==> config.mk <==
export PLATFORM = sky130hd
export DESIGN_NAME = det_seq_ctrl_flat
export DESIGN_NICKNAME = d
export VERILOG_FILES = /design/src/rtl/det_seq_ctrl_pkg.sv /design/src/rtl/det_seq_ctrl_if.sv /design/src/rtl/det_seq_ctrl_nibble_mul4.sv /design/src/rtl/det_seq_ctrl.sv /design/src/flat_wrapper.sv
export SDC_FILE = /design/constraint.sdc
export NUM_CORES = 1
export LEC_CHECK = 0
export BUFFER_PORTS_ARGS = -buffer_cell sky130_fd_sc_hd__clkbuf_2
export CAP_MARGIN = 30
export CORE_UTILIZATION = 45
export DETAILED_ROUTE_END_ITERATION = 10
export GPL_ROUTABILITY_DRIVEN = 0
export PLACE_DENSITY = 0.65
export RECOVER_POWER = 25
export SETUP_SLACK_MARGIN = 0.4
export SLEW_MARGIN = 0
export SYNTH_ARGS = -nofsm -noshare
export SYNTH_HDL_FRONTEND = slang
export SYNTH_SLANG_ARGS = --single-unit
export TNS_END_PERCENT = 30
==> constraint.sdc <==
create_clock -name clk -period 5.9 [get_ports clk]
set_clock_uncertainty 0.15 [all_clocks]
set_input_delay 0.295 -clock clk [delete_from_list [all_inputs] [get_ports clk]]
set_output_delay 0.295 -clock clk [all_outputs]
set_load 0.02 [all_outputs]
==> src/rtl/det_seq_ctrl_pkg.sv <==
// Shared types and constants for the determinant sequencer: FSM states,
// packed-word nibble layout and result widths.
package det_seq_pkg;

  typedef enum logic [2:0] {
    IDLE,
    FETCH,
    MUL_AD,
    MUL_BC,
    OUT,
    DONE
  } state_t;

  localparam int WORD_W = 16;
  localparam int NIB_W  = 4;
  localparam int PROD_W = 2 * NIB_W;
  localparam int DET_W  = 9;
  localparam int CNT_W  = 5;

  // Nibble positions inside a program word: {b, d, c, a}
  localparam int A_LSB = 0;
  localparam int C_LSB = 4;
  localparam int D_LSB = 8;
  localparam int B_LSB = 12;

  // ad - bc with both products zero-extended; the 9-bit difference is
  // already the two's-complement result because |ad - bc| <= 225.
  function automatic logic [DET_W-1:0] det_diff(input logic [PROD_W-1:0] prod_ad,
                                                input logic [PROD_W-1:0] prod_bc);
    return {1'b0, prod_ad} - {1'b0, prod_bc};
  endfunction

endpackage

==> src/rtl/det_seq_ctrl_if.sv <==
// ROM fetch bus and valid/ready result port of the determinant sequencer.
interface det_seq_ctrl_if #(
  parameter int ADDR_W = 4,
  parameter int DATA_W = 16
);
  import det_seq_pkg::*;

  logic [ADDR_W-1:0]       rom_addr;
  logic [DATA_W-1:0]       rom_data;
  logic                    out_valid;
  logic                    out_ready;
  logic signed [DET_W-1:0] det_out;
  logic [ADDR_W-1:0]       det_addr;

  modport master (
    output rom_addr, out_valid, det_out, det_addr,
    input  rom_data, out_ready
  );

  modport slave (
    input  rom_addr, out_valid, det_out, det_addr,
    output rom_data, out_ready
  );

endinterface

==> src/rtl/det_seq_ctrl_nibble_mul4.sv <==
// Combinational 4x4 -> 8-bit unsigned multiplier, time-shared by the
// sequencer for both partial products of the determinant.
module nibble_mul4
  import det_seq_pkg::*;
(
  input  logic [NIB_W-1:0]  x,
  input  logic [NIB_W-1:0]  y,
  output logic [PROD_W-1:0] p
);

  assign p = {{NIB_W{1'b0}}, x} * {{NIB_W{1'b0}}, y};

endmodule

==> src/rtl/det_seq_ctrl.sv <==
// Walks the program ROM, computes ad-bc per word with one shared multiplier
// over two cycles and hands each signed result out over valid/ready.
module det_seq_ctrl
  import det_seq_pkg::*;
#(
  parameter int ADDR_W       = 4,
  parameter int DATA_W       = 16,
  parameter int LAST_ADDR    = 15,
  parameter int HALT_ON_ZERO = 1
) (
  input  logic                clk,
  input  logic                rst_n,
  input  logic                start,
  input  logic                abort,
  det_seq_ctrl_if.master      bus,
  output logic                busy,
  output logic                done,
  output logic [CNT_W-1:0]    res_count
);

  state_t                  state;
  state_t                  state_next;
  logic [ADDR_W-1:0]       pc;
  logic [DATA_W-1:0]       instr;
  logic [PROD_W-1:0]       prod_ad;
  logic [DET_W-1:0]        det_q;
  logic [ADDR_W-1:0]       det_addr_q;
  logic                    out_valid_q;
  logic [NIB_W-1:0]        mul_x;
  logic [NIB_W-1:0]        mul_y;
  logic [PROD_W-1:0]       mul_p;
  logic                    handshake;
  logic                    at_last;
  logic                    zero_word;

  assign handshake = (state == OUT) && out_valid_q && bus.out_ready;
  assign at_last   = (pc == ADDR_W'(LAST_ADDR));
  assign zero_word = (HALT_ON_ZERO != 0) && (bus.rom_data == '0);

  nibble_mul4 u_mul (
    .x (mul_x),
    .y (mul_y),
    .p (mul_p)
  );

  // NOTE: sequential state uses non-blocking assignments so every flop samples pre-edge values.
  always_ff @(posedge clk or negedge rst_n) begin
    if (!rst_n) state <= IDLE;
    else        state <= state_next;
  end

  // abort has priority over start and the output handshake.
  always_comb begin
    // NOTE: default first so no path leaves state_next unassigned (no latch).
    state_next = state;
    if (abort) begin
      state_next = IDLE;
    end else begin
      case (state)
        IDLE, DONE: if (start) state_next = FETCH;
        FETCH:      state_next = zero_word ? DONE : MUL_AD;
        MUL_AD:     state_next = MUL_BC;
        MUL_BC:     state_next = OUT;
        OUT:        if (handshake) state_next = at_last ? DONE : FETCH;
        default:    state_next = IDLE;
      endcase
    end
  end

  always_comb begin
    busy  = state inside {FETCH, MUL_AD, MUL_BC, OUT};
    done  = (state == DONE);
    mul_x = instr[A_LSB +: NIB_W];
    mul_y = instr[D_LSB +: NIB_W];
    if (state == MUL_BC) begin
      mul_x = instr[B_LSB +: NIB_W];
      mul_y = instr[C_LSB +: NIB_W];
    end
  end

  always_ff @(posedge clk or negedge rst_n) begin
    if (!rst_n) begin
      pc          <= '0;
      instr       <= '0;
      prod_ad     <= '0;
      det_q       <= '0;
      det_addr_q  <= '0;
      out_valid_q <= 1'b0;
      res_count   <= '0;
    end else if (abort) begin
      pc          <= '0;
      out_valid_q <= 1'b0;
    end else begin
      case (state)
        IDLE, DONE: begin
          if (start) begin
            pc        <= '0;
            res_count <= '0;
          end
        end
        FETCH:  instr   <= bus.rom_data;
        MUL_AD: prod_ad <= mul_p;
        MUL_BC: begin
          det_q       <= det_diff(prod_ad, mul_p);
          det_addr_q  <= pc;
          out_valid_q <= 1'b1;
        end
        OUT: begin
          if (handshake) begin
            out_valid_q <= 1'b0;
            res_count   <= res_count + CNT_W'(1);
            // pc stays on LAST_ADDR so rom_addr holds through DONE
            if (!at_last) pc <= pc + ADDR_W'(1);
          end
        end
        default: ;
      endcase
    end
  end

  assign bus.rom_addr  = pc;
  assign bus.out_valid = out_valid_q;
  assign bus.det_out   = det_q;
  assign bus.det_addr  = det_addr_q;

endmodule

==> src/flat_wrapper.sv <==
// flat-port wrapper written by rule: the top's interface ports become plain ports
module det_seq_ctrl_flat import det_seq_pkg::*;
#(
  parameter int ADDR_W       = 4,
  parameter int DATA_W       = 16,
  parameter int LAST_ADDR    = 15,
  parameter int HALT_ON_ZERO = 1
)
  (clk, rst_n, start, abort, busy, done, res_count, bus_rom_addr, bus_out_valid, bus_det_out, bus_det_addr, bus_rom_data, bus_out_ready);
  det_seq_ctrl_if #(.ADDR_W(ADDR_W), .DATA_W(DATA_W)) bus_i ();
  input  logic clk;
  input  logic rst_n;
  input  logic start;
  input  logic abort;
  output logic busy;
  output logic done;
  output logic [CNT_W-1:0] res_count;
  output wire logic [$bits(bus_i.rom_addr)-1:0] bus_rom_addr;
  output wire logic [$bits(bus_i.out_valid)-1:0] bus_out_valid;
  output wire logic [$bits(bus_i.det_out)-1:0] bus_det_out;
  output wire logic [$bits(bus_i.det_addr)-1:0] bus_det_addr;
  input wire logic [$bits(bus_i.rom_data)-1:0] bus_rom_data;
  input wire logic [$bits(bus_i.out_ready)-1:0] bus_out_ready;
  assign bus_rom_addr = bus_i.rom_addr;
  assign bus_out_valid = bus_i.out_valid;
  assign bus_det_out = bus_i.det_out;
  assign bus_det_addr = bus_i.det_addr;
  assign bus_i.rom_data = bus_rom_data;
  assign bus_i.out_ready = bus_out_ready;
  det_seq_ctrl #(.ADDR_W(ADDR_W), .DATA_W(DATA_W), .LAST_ADDR(LAST_ADDR), .HALT_ON_ZERO(HALT_ON_ZERO)) u_core (.clk(clk), .rst_n(rst_n), .start(start), .abort(abort), .bus(bus_i), .busy(busy), .done(done), .res_count(res_count));
endmodule
==> out/qor.txt, run 1 <==
run status = finished with violations
RSZ-0062 raised after global routing = false
Slew headroom = -0.800
Tot Pwr = 2.13 mW
Post-CTS Setup Bufs = 0
Initial Util = 0.477
final hold violation count = 0
Primary FF master, synth = dfrtp_1
Synth Area per Inst = 9.58 µm²
row count = 29
most frequent cells in the layout = dfrtp_1 (50), nand2_1 (39), nand3_1 (33)
area grow syn2layout = 12.0%
yosys warns = 0
f_max = 201 MHz
slowest CP cell = dfrtp_1
minimum clock period = 4980 ps
initial drt markers = 121
clock sinks = 50
HPWL after detailed placement = 4660 µm
initial antenna violation count = 0
die height = 84.9 µm
synth unique cells = 46
CTS H-tree depth = 2
max cap viols = 1
total grt overflow = 0
failing checks = design-rule violations, max-capacitance violations, max-slew violations
layout cell share with drive strength beyond 1 = 0.202
Final Setup Violations = 0
Via density = 5.54
TNS Setup = 0 ps
Leakage = 1.66 nW
pin count of the biggest net entering global routing = 51
post-synthesis register bit count = 50
routed len/inst = 14.1 µm
drt total wl = 6280 µm
endpoint type of the worst setup path = flop
Final ANT Viol Nets = 0
Syn Nets = 370
Die Area = 7210 µm²
Gate Count Post-Synth = 323
core area = 6490 µm²
DIE WIDTH = 84.9 µm
via count = 2461
mapped cell area = 3100 µm²
DRT Pass-1 Iters = 9
Worst-Skew Late Latency = 310 ps
cts bufs inserted = 5
HP Class = in -> reg
DRC violations left = 1
CP required = 5990 ps
Pins Over Slew Limit = 51
fin crit share = 0.844
Seq/Total Area, Yosys = 0.404
Tightest Pin Transition = 2700 ps
vias in the first global route = 2358
Filler cells = 623
kind of cell adding the most delay to the critical path = simple AND/OR/NAND/NOR gates
placed cells = 435
Final Non-Filler Cells = 444
CP Launch Type = flop
Pwr per Cell Area = 615 nW/µm²
CP arrival = 5070 ps
Peak VDD IR = 0.246 mV
CP Max Fanout = 17
first-pass GRT wire length = 10800 µm
commonest non-fill, non-tap cell in the layout = dfrtp_1
CTS max path bufs = 2
fin nets = 413
CP bufs+invs = 1
post-synthesis async set-or-reset flop share = 1.00
I/O Pins = 46
all-layer global routing usage = 0.188
Diodes inserted = 0
Clock Tree Root = clkbuf_8
TritonCTS clock tree = done
slowest stage delay, CP = 620 ps
PortBufs = 45
number of enable flip-flop cells after synthesis = 0
worst-path cell chain = nor2b_1 > and2_2 > and3_1 > a31oi_1 > fa_1 > fa_1 > inv_1 > ha_1 > nand3_1 > a21oi_1 > o21ai_0 > nor3b_1 > or2_2 > ha_1 > nand2b_1 > or4_1 > nand3_1
CTS clock-pin slew for the worst setup and hold paths = 90 ps
Setup CP Type = reg -> reg
-- registers in the layout, summed over array words and instances (netlist names) --
signal and count:
u_core.state 3, u_core.bus.rom_addr 4, u_core.bus.out_valid 1, u_core.bus.det_out 9
u_core.instr 16, u_core.bus.det_addr 4, u_core.prod_ad 8, u_core.res_count 5
-- power breakdown --
part           internal, mW  leakage (nW)  switching [mW]
registers             0.460         0.642           0.139
logic                 0.607         0.973           0.712
clock network        0.0946        0.0472           0.120
total                  1.16          1.66           0.972
-- cells by family after synthesis --
group	count (synthesis)	synth area share
xor gates and xnor gates	7	0.0243
muxes	22	0.0800
and+or+nand+nor	125	0.208
DFF	50	0.404
AOI/OAI and AO/OA	65	0.130
adders and majority gates	26	0.117
buffers and inverters	28	0.0360
-- stage by stage --
step / area, µm² / util / hold slack, ps / setup WS [ps]
floorplan: 3100 / - / -151 / 1300
detailed placement: 3380 / 0.521 / 302 / 827
global placement: 3380 / 0.521 / 292 / 953
CTS: 3490 / 0.537 / 63.0 / 787
finish: 3470 / 0.534 / 68.0 / 920
global route: 3470 / 0.534 / 56.5 / 460
-- cells in the mapped netlist, types with 3 or more instances --
cell type | number | area, µm²
fa_1 | 5 | 100
nand3_1 | 33 | 165
inv_1 | 16 | 60.1
o31ai_1 | 3 | 22.5
nand2_1 | 39 | 146
nor3b_1 | 5 | 37.5
a21oi_1 | 12 | 60.1
or2_2 | 8 | 50.1
nand2b_1 | 3 | 18.8
and2_1 | 3 | 18.8
nor4_1 | 4 | 25.0
o21ai_0 | 25 | 125
ha_1 | 21 | 263
nor3_1 | 3 | 15.0
nor2b_1 | 3 | 18.8
o21a_1 | 3 | 22.5
clkbuf_1 | 8 | 30.0
xnor2_1 | 4 | 35.0
mux2_2 | 22 | 248
a31oi_1 | 5 | 31.3
and3_1 | 7 | 43.8
dfrtp_1 | 50 | 1250
nor2_1 | 9 | 33.8
-- worst reg2reg max path, cell delays in order (launching register included) --
cell and delay, ps:
dfrtp_1 620, nor2b_1 150, and2_2 320, and3_1 220, a31oi_1 210, fa_1 460, fa_1 600, inv_1 60
ha_1 270, nand3_1 80, a21oi_1 290, o21ai_0 140, nor3b_1 170, or2_2 270, ha_1 340, nand2b_1 90
or4_1 400, nand3_1 90
-- worst paths after layout --
path | from | end | slack, ps | depth (start not counted)
worst max-delay path | u_core.state[2]$_DFFE_PN0P_ | u_core.bus.det_out[7]$_DFFE_PN0P_ | 920 | 17
worst min-delay path | bus_out_ready | u_core.bus.out_valid$_DFFE_PN0P_ | 70 | 2
worst max register to register | u_core.state[2]$_DFFE_PN0P_ | u_core.bus.det_out[7]$_DFFE_PN0P_ | 920 | 17
worst min register to register | u_core.bus.det_out[2]$_DFFE_PN0P_ | u_core.bus.det_out[2]$_DFFE_PN0P_ | 330 | 2
max in group asynchronous | rst_n | u_core.state[2]$_DFFE_PN0P_ | 2760 | 3
min in group asynchronous | rst_n | u_core.bus.det_addr[2]$_DFFE_PN0P_ | 1310 | 3
-- final cells by class --
type	instances	area [µm²]	area share
clock buffer	6	82.6	0.0238
clock inverter	2	12.5	0.00361
inverter	16	60.1	0.0173
multi-input combinational	245	1730	0.500
sequential	50	1250	0.361
tap	77	96.3	0.0278
timing repair buffer	48	230	0.0664
-- layer usage --
metal  vias to the layer above  global-route usage  part of all wire
li1                       1246                   -                 -
met1                      1159               0.261              0.51
met2                        47               0.287              0.45
met3                         9              0.0447             0.028
met4                         0              0.0647             0.012
met5                         -                   0                 0
-- timing repair --
action / in CTS / in global routing
hold buffers: 1 / 0
setup endpoints to repair: 0 / 1
endpoints found under the hold margin: 50 / 0
resized for setup: 0 / 1
Note: power is estimated with default switching activity, not from simulation.
==> run 2: changes to the inputs <==
Settings changed: PLACE_DENSITY 0.65 to 0.68.
Clock period 5.9 ns to 4.19 ns, I/O delays scaled along.
==> run 2 against run 1 <==
The flow still finishes with violations (design-rule violations, max-capacitance violations, max-slew violations). Core utilization up 4.1 points. Register-to-register slack got worse by 860 ps. Via count up 3.0%.
==> out/qor.txt, run 2 (same netlist as run 1, synthesis figures left out) <==
row count = 29 (unchanged)
HPWL after detailed placement = 4870 µm (+4.5%)
initial drt markers = 122 (+0.83%)
Top reg by flops = u_core.instr
Pwr per Cell Area = 963 nW/µm² (+56%)
P_int = 2.01 mW (+73%)
max cap viols = 1 (unchanged)
DP Area = 3510 µm² (+3.8%)
Final Setup Violations = 0 (unchanged)
TritonCTS clock tree = done
fin crit share = 0.986 (+0.142)
CP Launch Type = flop
Clock Tree Root = clkbuf_8
run status = finished with violations
DRC violations left = 1 (unchanged)
CTS H-tree depth = 2 (unchanged)
Tightest Pin Transition = 2670 ps (-26.2 ps)
CTS clock-pin slew for the worst setup and hold paths = 90 ps (about the same)
GR Layer Usage met1 = 0.263 (+0.00174)
area grow syn2layout = 20.7%
fin nets = 429 (+3.9%)
core area = 6490 µm² (unchanged)
Filler cells = 580 (-6.9%)
Via density = 5.52 (-0.36%)
Seq pwr share = 0.229 (-0.052)
Initial Util = 0.477 (unchanged)
CP arrival = 4220 ps (-850 ps)
CTS max path bufs = 2 (unchanged)
Diodes inserted = 0 (unchanged)
layout cell share with drive strength beyond 1 = 0.280 (+0.0785)
f_max = 242 MHz (+21%)
Switching Fraction = 0.442 (-0.0135)
RSZ-0062 raised after global routing = true
clock power share = 0.074 (-0.027)
DRT Pass-1 Iters = 9 (unchanged)
flip-flop count of the largest register after layout = 16 (unchanged)
via count = 2535 (+3.0%)
NetSw = 1.59 mW (+64%)
all-layer global routing usage = 0.186 (-0.00156)
minimum clock period = 4130 ps (-849 ps)
commonest non-fill, non-tap cell in the layout = dfrtp_1
PortBufs = 45 (unchanged)
Pins Over Slew Limit = 51 (unchanged)
CP required = 4280 ps (-1710 ps)
total grt overflow = 0 (unchanged)
HP Class = in -> reg
Tot Pwr = 3.60 mW (+69%)
FF+latch area = 1250 µm² (unchanged)
clock sinks = 50 (unchanged)
Die Area = 7210 µm² (unchanged)
die height = 84.9 µm (unchanged)
pin count of the biggest net entering global routing = 51 (unchanged)
Final ANT Viol Nets = 0 (unchanged)
CP Max Fanout = 5 (-12)
combinational power share = 0.697 (+0.079)
final instance area = 3740 µm² (+7.8%)
failing checks = design-rule violations, max-capacitance violations, max-slew violations
drt total wl = 6610 µm (+5.3%)
endpoint type of the worst setup path = flop
M2 GR Usage = 0.295 (+0.00733)
Global Route met3 Usage = 0.0302 (-0.0146)
vias in the first global route = 2342 (-0.68%)
gr busiest metal = met2
multi-input combinational cell area = 1900 µm² (+9.3%)
most frequent cells in the layout = dfrtp_1 (50), nand2_1 (38), nand3_1 (32), clkbuf_2 (32), o21ai_0 (23)
Slew headroom = -0.782 (+0.0175)
Peak VDD IR = 0.428 mV (+74%)
cts bufs inserted = 5 (unchanged)
Setup CP Type = reg -> reg
worst hold slack = 7.77 ps (-60.3 ps)
TNS Setup = 0 ps (unchanged)
DIE WIDTH = 84.9 µm (unchanged)
routed len/inst = 14.4 µm (+1.8%)
first-pass GRT wire length = 10800 µm (+0.32%)
Leakage = 1.75 nW (+5.3%)
Worst-Skew Late Latency = 300 ps (about the same)
initial antenna violation count = 0 (unchanged)
final hold violation count = 0 (unchanged)
I/O Pins = 46 (unchanged)
==> run 2: cell types whose count changed in the layout (fill, tap and decap cells not counted), moves of 2 or more <==
| cell | previous run | this run |
|---|---|---|
| a21oi_1 | 12 | 9 |
| a21oi_2 | 0 | 2 |
| a31oi_1 | 5 | 2 |
| a31oi_2 | 0 | 3 |
| buf_4 | 1 | 15 |
| clkbuf_1 | 14 | 16 |
| ha_1 | 21 | 16 |
| ha_4 | 0 | 5 |
| o21ai_0 | 25 | 23 |
==> run 2: worst paths after layout <==
check	start	end	slack, ps	cells after the start
min in group asynchronous	rst_n	u_core.bus.rom_addr[1]$_DFFE_PN0P_	1240	3
worst max-delay path	u_core.state[0]$_DFFE_PN0P_	u_core.bus.det_out[7]$_DFFE_PN0P_	60	17
worst max register to register	u_core.state[0]$_DFFE_PN0P_	u_core.bus.det_out[7]$_DFFE_PN0P_	60	17
worst min register to register	u_core.bus.det_out[5]$_DFFE_PN0P_	u_core.bus.det_out[5]$_DFFE_PN0P_	330	2
max in group asynchronous	rst_n	u_core.instr[8]$_DFFE_PN0P_	1150	3
worst min-delay path	bus_rom_data[6]	u_core.instr[6]$_DFFE_PN0P_	8	2
==> run 2: per-layer routing <==
layer	wire length [µm]	up-vias
met5	0	-
met4	58	0
li1	-	1276
met1	3180	1188
met2	3060	66
met3	302	5
==> run 2: stage by stage <==
| step | std cells | setup slack, ps | utilization |
|---|---|---|---|
| 3_3_place_gp | 448 | 34.8 | 0.541 |
| 5_1_grt | 459 | -57.1 | 0.575 |
| 6_report | 459 | 59.7 | 0.575 |
| 3_5_place_dp | 448 | -65.5 | 0.541 |
| 4_1_cts | 459 | 7.91 | 0.564 |
| 2_1_floorplan | 323 | -140 | - |
==> run 2: repair_timing <==
item,CTS,global route
resized for setup,8,15
endpoints found under the setup margin,4,6
pin swaps,10,11
endpoints found under the hold margin,51,0
hold buffers,2,0
buffers inserted,2,0
==> run 2: power groups by stage <==
stage / Clock (mW) / Combinational (mW) / Sequential [mW]
5_1_grt: 0.296 / 2.75 / 0.847
2_1_floorplan: 0 / 1.51 / 0.841
3_5_place_dp: 0 / 2.05 / 0.820
4_1_cts: 0.275 / 2.23 / 0.815
6_report: 0.266 / 2.51 / 0.822
3_3_place_gp: 0 / 2.01 / 0.813
==> run 2: cell type report <==
type	count	share of cell area
multi-input combinational	245	0.507
clock buffer	7	0.0204
timing repair buffer	64	0.0954
sequential	50	0.335
tap	77	0.0258
inverter	16	0.0161
==> run 2: critical path, cell delays in order, from the launching register on <==
cell and delay, ps:
dfrtp_1 390, nor2b_4 130, and2_4 170, and3_4 150
a31oi_2 170, fa_1 470, fa_1 580, inv_2 60
ha_4 260, nand3_2 80, a21oi_2 180, o21ai_2 70
nor3b_2 160, or2_4 240, ha_4 300, nand2b_4 50
or4_1 390, nand3_1 80
==> run 3: changes to the inputs <==
Settings changed: CORE_UTILIZATION 45 to 52, PLACE_DENSITY 0.68 to 0.77.
==> run 3 against run 2 <==
The flow finishes with violations (max-capacitance violations, max-slew violations). Highest routed layer unchanged. Clock-buffer cell count decreased by 1. Flip-flop and latch count unchanged. Combinational power shrank 6%. Global-route usage increased by 5.0 points. Worst setup slack worse by 46 ps. Register-to-register slack got worse by 50 ps. Sequential share of layout area decreased by 1.3 points. Routed wire length increased by 6.1%. Final cell count rose by 2.0%. Largest cell class unchanged. Non-clock buffer count increased by 13. Power shrank 1.3%. Largest power group unchanged.
==> out/qor.txt, run 3 (same netlist as run 1, synthesis figures left out) <==
all-layer global routing usage = 0.236 (+0.0499)
Top reg by flops = u_core.instr
Pins Over Slew Limit = 51 (unchanged)
DRT Pass-1 Iters = 5 (-4)
die height = 79.2 µm (-6.8%)
fin crit share = 0.997 (+0.0109)
Pwr per Cell Area = 914 nW/µm² (-5.1%)
final hold violation count = 0 (unchanged)
RSZ-0062 raised after global routing = true
CTS max path bufs = 2 (unchanged)
worst setup path startpoint = u_core.state[2]$_DFFE_PN0P_
Final ANT Viol Nets = 0 (unchanged)
slowest CP cell = fa_1
DRC violations left = 0 (-1)
Leakage = 1.82 nW (+4.1%)
Worst-Skew Late Latency = 300 ps (about the same)
max cap viols = 1 (unchanged)
Final Non-Filler Cells = 468 (+2.0%)
Setup CP Type = reg -> reg
failing checks = max-capacitance violations, max-slew violations
minimum clock period = 4180 ps (+45.6 ps)
layout cell share with drive strength beyond 1 = 0.278 (-0.00233)
fin nets = 442 (+3.0%)
min-delay src = bus_rom_data[0]
Slew headroom = -0.784 (-0.00151)
Worst Reg-to-Reg Cells = 17 (unchanged)
hold path cells = 2 (unchanged)
most used cell, CP = fa_1
vias in the first global route = 2545 (+8.7%)
kind of cell adding the most delay to the critical path = adder cells
HPWL after detailed placement = 5010 µm (+3.0%)
Via density = 5.62 (+1.7%)
PortBufs = 45 (unchanged)
row count = 27 (-6.9%)
cts bufs inserted = 5 (unchanged)
I/O Pins = 46 (unchanged)
HP Class = in -> reg
initial antenna violation count = 0 (unchanged)
Initial Util = 0.552 (+0.0754)
CP required = 4290 ps (about the same)
Final Setup Violations = 0 (unchanged)
Critical R2R Launch = u_core.state[2]$_DFFE_PN0P_
area grow syn2layout = 25.5%
Crit. path cell count = 17 (unchanged)
RR Endpoint = u_core.bus.det_out[7]$_DFFE_PN0P_
total grt overflow = 0 (unchanged)
Tightest Pin Transition = 2680 ps (+2.27 ps)
via count = 2629 (+3.7%)
slowest stage delay, CP = 580 ps (about the same)
core area = 5610 µm² (-14%)
Diodes inserted = 0 (unchanged)
f_max = 239 MHz (-1.1%)
CP Max Fanout = 4 (-1)
CTS clock-pin slew for the worst setup and hold paths = 100 ps (about the same)
drt total wl = 7010 µm (+6.1%)
endpoint type of the worst setup path = flop
Clock Tree Root = clkbuf_8
critical path endpoint = u_core.bus.det_out[7]$_DFFE_PN0P_
CTS H-tree depth = 2 (unchanged)
flip-flop count of the largest register after layout = 16 (unchanged)
TritonCTS clock tree = done
most frequent cells in the layout = dfrtp_1 (50), nand2_1 (38), nand3_1 (32)
CP Launch Type = flop
clock sinks = 50 (unchanged)
Peak VDD IR = 0.641 mV (+50%)
run status = finished with violations
Tot Pwr = 3.55 mW (-1.3%)
placed cells = 444 (-0.89%)
CP bufs+invs = 1 (unchanged)
initial drt markers = 142 (+16%)
Die Area = 6270 µm² (-13%)
worst-path cell chain = nor2b_4 > and2_4 > and3_4 > a31oi_4 > fa_1 > fa_1 > inv_1 > ha_1 > nand3_2 > a21oi_2 > o21ai_1 > nor3b_2 > or2_4 > ha_4 > nand2b_4 > or4_1 > nand3_1
first-pass GRT wire length = 11600 µm (+7.1%)
routed len/inst = 15.0 µm (+4.1%)
CP arrival = 4270 ps (+50 ps)
pin count of the biggest net entering global routing = 51 (unchanged)
commonest non-fill, non-tap cell in the layout = dfrtp_1
DIE WIDTH = 79.2 µm (-6.8%)
FF-to-FF setup slack = 10 ps (-50 ps)
-- run 3: changes by cell type in the layout (fill, tap and decap cells not counted), sizes merged --
| cell | delta |
|---|---|
| clkinvlp | +1 |
| bufinv | +1 |
| dlygate4sd3 | +9 |
| clkbuf | -1 |
| buf | +4 |
-- run 3: power by group --
| group | total, mW | internal, mW | switching (mW) |
|---|---|---|---|
| logic | 2.37 | 1.17 | 1.20 |
| clock network | 0.342 | 0.178 | 0.163 |
| registers | 0.838 | 0.648 | 0.190 |
| total | 3.55 | 2.00 | 1.55 |
-- run 3: per-stage QoR --
| stage | hold WS (ps) | cell area (µm²) | setup WS (ps) | util | TNS (ps) |
|---|---|---|---|---|---|
| finish | 7.03 | 3880 | 14.1 | 0.693 | 0 |
| global route | 2.96 | 3880 | -175 | 0.693 | -175 |
| CTS | 1.27 | 3870 | 19.8 | 0.690 | 0 |
| detailed placement | 212 | 3510 | -108 | 0.626 | -108 |
| global placement | 209 | 3510 | 46.0 | 0.626 | 0 |
| floorplan | -236 | 3140 | -140 | - | -140 |
-- run 3: worst reg2reg max path, cell delays in order (launching register included) --
cell and delay [ps]:
dfrtp_1 410, nor2b_4 130, and2_4 170, and3_4 190, a31oi_4 40, fa_1 510, fa_1 580, inv_1 60
ha_1 280, nand3_2 100, a21oi_2 170, o21ai_1 90, nor3b_2 170, or2_4 230, ha_4 300, nand2b_4 60
or4_1 390, nand3_1 90
-- run 3: worst min-delay path by stage --
| stage | endpoint |
|---|---|
| after floorplan | u_core.bus.det_addr[0]$_DFFE_PN0P_ |
| after global placement | u_core.bus.det_addr[3]$_DFFE_PN0P_ |
| after detailed placement | u_core.bus.det_addr[3]$_DFFE_PN0P_ |
| after CTS | u_core.instr[0]$_DFFE_PN0P_ |
| after global routing | u_core.instr[1]$_DFFE_PN0P_ |
| final | u_core.instr[0]$_DFFE_PN0P_ |
-- run 3: layout make-up --
type,instances,area (µm²)
repair buffers,77,470
clock buffers,6,72.6
well taps,72,90.1
clock inverters,2,37.5
fillers,467,1720
flip-flops and latches,50,1250
multi-input cells,245,1900
inverters,16,60.1
-- run 3: repair_timing --
| action | CTS | global route |
|---|---|---|
| gates resized for setup | 19 | 3 |
| buffers inserted | 3 | 2 |
| endpoints found under the hold margin | 60 | 0 |
| endpoints found under the setup margin | 4 | 5 |
| pin swaps | 15 | 9 |
| hold buffers | 11 | 0 |
-- run 3: metal layers --
metal  part of all wire  wire length (µm)  GRT usage  vias to the layer above
li1                   -                 -          -                     1294
met1               0.46              3220      0.305                     1251
met2               0.49              3440      0.395                       72
met3              0.035               243     0.0356                       12
met4              0.016               112     0.0945                        0
met5                  0                 0          0                        -
